==> config.mk <==
export PLATFORM = sky130hd
export DESIGN_NAME = clk_div_multi
export DESIGN_NICKNAME = d
export VERILOG_FILES = /design/src/rtl/clk_div_pkg.sv /design/src/rtl/clk_div_ch.sv /design/src/rtl/clk_div_multi.sv
export SDC_FILE = /design/constraint.sdc
export NUM_CORES = 1
export LEC_CHECK = 0
export ABC_AREA = 1
export CORE_MARGIN = 2
export CORE_UTILIZATION = 55
export DETAILED_ROUTE_END_ITERATION = 8
export GPL_ROUTABILITY_DRIVEN = 0
export GPL_TIMING_DRIVEN = 1
export PLACE_DENSITY_LB_ADDON = 0.1
export SYNTH_ARGS = -nofsm -noshare
export SYNTH_HDL_FRONTEND = slang
export SYNTH_SLANG_ARGS = --single-unit
==> constraint.sdc <==
create_clock -name clk -period 2.75 [get_ports clk]
set_input_delay 0.55 -clock clk [delete_from_list [all_inputs] [get_ports clk]]
set_output_delay 0.55 -clock clk [all_outputs]
set_load 0.02 [all_outputs]
==> src/rtl/clk_div_pkg.sv <==
// Shared constants and helpers for the multi-channel clock divider.
// Optional phase-align feature is selected elsewhere with CLK_DIV_SYNC_EN.
package clk_div_pkg;

    localparam int CLK_DIV_MIN = 2;

    // Width of a channel index; a single channel still needs a 1-bit select.
    function automatic int ch_idx_w(input int n);
        return (n > 1) ? $clog2(n) : 1;
    endfunction

    function automatic logic [31:0] clamp_div(input logic [31:0] d);
        return (d < 32'(CLK_DIV_MIN)) ? 32'(CLK_DIV_MIN) : d;
    endfunction

endpackage

==> src/rtl/clk_div_ch.sv <==
// One divider channel: counter, active/pending divisor and registered outputs.
// Divisor changes are deferred to the period boundary while the channel runs.
module clk_div_ch
    import clk_div_pkg::*;
#(
    parameter int WIDTH       = 16,
    parameter int DEFAULT_DIV = 2
) (
    input  logic             clk,
    input  logic             rst_n,
    input  logic             i_en,
    input  logic             i_sync,
    input  logic             i_wr,
    input  logic [WIDTH-1:0] i_div,
    output logic             o_pend,
    output logic             o_clk,
    output logic             o_tick
);

    localparam logic [WIDTH-1:0] RST_DIV = WIDTH'(clamp_div(32'(DEFAULT_DIV)));

    logic [WIDTH-1:0] r_cnt;
    logic [WIDTH-1:0] r_div;
    logic [WIDTH-1:0] r_pend_div;
    logic             r_pend;
    logic             r_clk;
    logic             r_tick;

    logic [WIDTH-1:0] w_div_in;
    logic             w_last;
    logic             w_restart;

    assign w_div_in  = WIDTH'(clamp_div(32'(i_div)));
    assign w_last    = (r_cnt == r_div - 1'b1);
    assign w_restart = w_last | i_sync;

    always_ff @(posedge clk or negedge rst_n) begin
        if (!rst_n) begin
            // NOTE: the pending divisor is reset too, so a write in flight at reset is discarded.
            r_cnt      <= '0;
            r_div      <= RST_DIV;
            r_pend_div <= RST_DIV;
            r_pend     <= 1'b0;
            r_clk      <= 1'b0;
            r_tick     <= 1'b0;
        end else if (!i_en) begin
            // Idle channel: nothing to keep glitch-free, so divisors land at once.
            r_cnt  <= '0;
            r_clk  <= 1'b0;
            r_tick <= 1'b0;
            r_pend <= 1'b0;
            if (i_wr)
                r_div <= w_div_in;
            else if (r_pend)
                r_div <= r_pend_div;
        end else begin
            // NOTE: non-blocking assignments here, so every test below sees the pre-edge r_cnt/r_div.
            r_clk  <= (r_cnt < (r_div >> 1));
            r_tick <= w_last;
            if (w_restart) begin
                r_cnt <= '0;
                if (r_pend)
                    r_div <= r_pend_div;
            end else begin
                r_cnt <= r_cnt + 1'b1;
            end
            // A write is only ever accepted with r_pend low, so it cannot clobber a pending value.
            if (i_wr) begin
                r_pend_div <= w_div_in;
                r_pend     <= 1'b1;
            end else if (w_restart) begin
                r_pend     <= 1'b0;
            end
        end
    end

    assign o_pend = r_pend;
    assign o_clk  = r_clk;
    assign o_tick = r_tick;

endmodule

==> src/rtl/clk_div_multi.sv <==
// Multi-channel runtime-programmable clock divider with tick strobes.
// Define CLK_DIV_SYNC_EN to let the sync input phase-align all enabled channels.
module clk_div_multi
    import clk_div_pkg::*;
#(
    parameter int CHANNELS    = 4,
    parameter int WIDTH       = 16,
    parameter int DEFAULT_DIV = 2
) (
    input  logic                          clk,
    input  logic                          rst_n,
    input  logic                          cfg_valid,
    output logic                          cfg_ready,
    input  logic [ch_idx_w(CHANNELS)-1:0] cfg_ch,
    input  logic [WIDTH-1:0]              cfg_div,
    input  logic [CHANNELS-1:0]           ch_en,
    input  logic                          sync,
    output logic [CHANNELS-1:0]           clk_out,
    output logic [CHANNELS-1:0]           tick
);

    localparam int CW = ch_idx_w(CHANNELS);
    localparam int PW = 2 ** CW;

    logic [CHANNELS-1:0] w_pend;
    logic [PW-1:0]       w_pend_pad;
    logic                w_accept;
    logic                w_sync;

    // Unused select codes read a zero pad, so out-of-range writes are accepted and dropped.
    assign w_pend_pad = PW'(w_pend);
    assign cfg_ready  = !w_pend_pad[cfg_ch];
    assign w_accept   = cfg_valid & cfg_ready;

`ifdef CLK_DIV_SYNC_EN
    assign w_sync = sync;
`else
    logic w_unused_sync;
    assign w_unused_sync = sync;
    assign w_sync        = 1'b0;
`endif

    for (genvar i = 0; i < CHANNELS; i++) begin : g_ch
        clk_div_ch #(
            .WIDTH       (WIDTH),
            .DEFAULT_DIV (DEFAULT_DIV)
        ) u_ch (
            .clk    (clk),
            .rst_n  (rst_n),
            .i_en   (ch_en[i]),
            .i_sync (w_sync),
            .i_wr   (w_accept && (cfg_ch == CW'(i))),
            .i_div  (cfg_div),
            .o_pend (w_pend[i]),
            .o_clk  (clk_out[i]),
            .o_tick (tick[i])
        );
    end

endmodule

==> impl_summary.log <==
INFO  metric status = completed
INFO  metric synthTopCellsByArea = dfrtp_1, nand2_1, nor2_1
INFO  metric final_period_util = 88.4%
INFO  metric grt.total_usage = 26.8%
INFO  metric post-synth-top-count-cell = nand2_1
INFO  metric grt_pass1_vias = 11968
INFO  metric finalSetupViolCount = 0
INFO  metric worst_setup_path_end_kind = flip-flop
INFO  metric holdPathStages = 2
INFO  metric viasPerCell = 5.33
INFO  metric cts-root-to-sink-buffers = 3
INFO  metric maximum_number_of_pins_on_one_net_before_global_route_repair = 59
INFO  metric final_nets = 2121
INFO  metric number_of_remaining_drc_errors = 0
INFO  metric finalWorstSetupSlack = 0.319 ns
INFO  metric numPortBuffers = 33
INFO  metric dieHeight = 163 um
INFO  metric yosys_register_bits = 204
INFO  metric timing.final.max_slew_violations = 0
INFO  metric clock_latency = 0.53 ns
INFO  metric first_pass_iters = 7
INFO  metric arrival = 2.89 ns
INFO  metric post_synth.cell_area_avg = 6.93 um^2
INFO  metric gate_count_after_technology_mapping = 2003
INFO  metric fraction_of_layout_instances_using_a_drive_strength_above_1 = 6.25%
INFO  metric worstRegToRegCells = 14
INFO  metric synth_top_cell_by_area = dfrtp_1
INFO  metric power_density_normalized_to_cell_area = 686 nW/um^2
INFO  metric grt_overflow_total = 0
INFO  metric syn-cell-area = 13900 um^2
INFO  metric hold_ws = 0.486 ns
INFO  metric nFillCells = 2285
INFO  metric tns = 0 ns
INFO  metric clkSlewWorstSetupHoldPaths = 0.06 ns
INFO  metric dieArea = 26500 um^2
INFO  metric timing.critical_path.from_type = flip-flop
INFO  metric cts_num_sinks = 204
INFO  metric synth_fp_nets = 2093
INFO  metric grt_first_pass_wirelength = 58400 um
INFO  metric max-cap-violations = 0
INFO  metric detail_route.wl_per_cell = 14.6 um
INFO  metric cts_root_buf = clkbuf_16
INFO  metric utilization = 61.9%
INFO  metric min_period = 2.43 ns
INFO  metric grt_setup_unrepaired = false
INFO  metric htreeDepth = 1
INFO  metric core_area = 25000 um^2
INFO  metric initial_core_util = 55.6%
INFO  metric grt_antenna_before_repair = 0
INFO  metric max-vdd-ir-drop = 0.573 mV
INFO  metric design_area = 15500 um^2
INFO  metric n_antenna_cell = 0
INFO  metric netlist.area_leader.share = 35.4%
INFO  metric ant_nets = 0
INFO  metric numCtsBuffers = 25
INFO  metric syn2layout_area_growth = 11.5%
INFO  metric hold_violations = 0
INFO  metric chipWidth = 163 um
INFO  metric first_iter_violations = 955
INFO  metric ys_seq_area_share = 36.9%
INFO  metric dpl_cell_area = 14600 um^2
INFO  metric timing.fmax = 411 MHz
INFO  metric synth_cell_type_count = 41
INFO  metric hold_path_class = reg -> reg
INFO  metric vias = 12690
INFO  metric maxSlewHeadroom = 58.5%
INFO  metric pin_count = 35
INFO  metric timing_worst_slew_pin_value = 0.620 ns
INFO  metric worstPathMaxFanout = 32
INFO  metric fp-row-count = 58
INFO  metric yosysWarnings = 0
INFO  metric timing_worst_setup_path_type = reg -> reg
INFO  metric cp.required = 3.21 ns
INFO  metric synth_edf_count = 0
INFO  metric finalWirelength = 34800 um
INFO  metric finalClockSkew = 0.0127 ns
INFO  metric preCtsSetupSlack = 0.0946 ns
INFO  metric leakage_power_figure = 0.00785 uW
INFO  metric ys.flop_type = dfrtp_1
INFO  metric synth-async-reset-ratio = 100%
INFO  metric dp_hpwl = 25500 um
INFO  metric post-cts-setup-buffers = 0
INFO  metric tritoncts_clock_tree = built
INFO  metric ys_top_cells_by_count = nand2_1, nor2_1, inv_1
==> repair_timing <==
action / 4_1_cts / 5_1_grt
hold buffers: 1 / 0
setup endpoints to repair: 0 / 1
gates resized for setup: 0 / 1
endpoints found under the hold margin: 4 / 0
==> path summary, 6_finish.rpt <==
check / startpoint / end / slack [ns]
max: g_ch[2].u_ch.r_div[0] / g_ch[2].u_ch.r_div[6] / 0.32
min: g_ch[1].u_ch.r_pend_div[15] / g_ch[1].u_ch.r_pend_div[15] / 0.49
max reg2reg: g_ch[2].u_ch.r_div[0] / g_ch[2].u_ch.r_div[6] / 0.32
min reg2reg: g_ch[1].u_ch.r_pend_div[15] / g_ch[1].u_ch.r_pend_div[15] / 0.49
max in group asynchronous: rst_n / g_ch[0].u_ch.r_div[1] / 1.38
min in group asynchronous: rst_n / g_ch[3].u_ch.r_cnt[2] / 0.56
==> state kept, by name, summed over array words and instances, names as in the netlist <==
signal and count:
g_ch.u_ch.r_pend_div 64, g_ch.u_ch.o_tick 4, g_ch.u_ch.o_pend 4, g_ch.u_ch.r_cnt 64, g_ch.u_ch.o_clk 4, g_ch.u_ch.r_div 64
==> metrics by stage <==
stage	power, uW	instances
floorplan	6430	2003
global placement	7170	2333
detailed placement	7270	2333
CTS	10700	2379
global route	11400	2379
finish	10600	2379
==> logic make-up after synthesis <==
group	Yosys count	share of synthesized area [%]
compound gates	269	10.2
xor+xnor	81	5.11
fa+ha+maj	64	5.77
buf+inv	312	9.43
flops	204	36.9
simple gates	1073	32.6
==> critical path, stage by stage (launching register included) <==
cell	delay, ns
dfrtp_1	0.37
inv_1	0.22
ha_1	0.27
nand2_1	0.15
nor2_1	0.24
nand2_1	0.08
nand2_1	0.06
nand2_1	0.05
nor2_1	0.11
nand2_1	0.06
nor2_1	0.13
nand2_2	0.10
nand2_4	0.31
nand2_1	0.11
nand2_1	0.08
==> power by group <==
group / total [uW] / internal, uW / leakage (uW) / switching (uW)
clock network: 3360 / 2080 / 0.000422 / 1280
logic: 3350 / 1260 / 0.00477 / 2090
registers: 3900 / 3460 / 0.00266 / 440
==> layout make-up <==
cell class | count | area (um^2) | share of cell area, %
Tap cell | 330 | 413 | 2.67
Multi-Input combinational cell | 1487 | 7450 | 48.2
Clock buffer | 42 | 810 | 5.24
Timing Repair Buffer | 78 | 752 | 4.86
Clock inverter | 3 | 40.0 | 0.259
Inverter | 235 | 882 | 5.70
Sequential cell | 204 | 5110 | 33.1
==> placed cells by master (no fill, tap or decap), types with 3 or more instances in the layout <==
cell type and n:
nand2_1 568, nand2_2 8, xor2_1 53, dfstp_2 8, o22ai_1 3, o211ai_1 15
xnor2_1 28, nor2_2 11, nor3_1 14, dfrtp_1 196, a21oi_1 76, clkdlybuf4s50_1 31
buf_12 6, o2111ai_1 4, clkbuf_8 13, nor4_1 4, nand3_1 150, nor2_4 4
nand3b_1 19, inv_1 232, nor2_1 257, o21ai_1 3, ha_1 64, o21ai_0 165
or2_2 3, buf_4 38, nand4_1 26, clkbuf_1 5, clkbuf_16 25
==> per-layer routing <==
metal | GRT usage [%] | vias up | part of all wire, % | routed length, um
met4 | 5.11 | 0 | 1.5 | 537
met3 | 2.93 | 41 | 4.5 | 1570
met2 | 45.8 | 269 | 47 | 16500
li1 | - | 6429 | - | -
met5 | 0 | - | 0 | 0
met1 | 37.2 | 5951 | 47 | 16200
(Power assumes the default switching activity.)
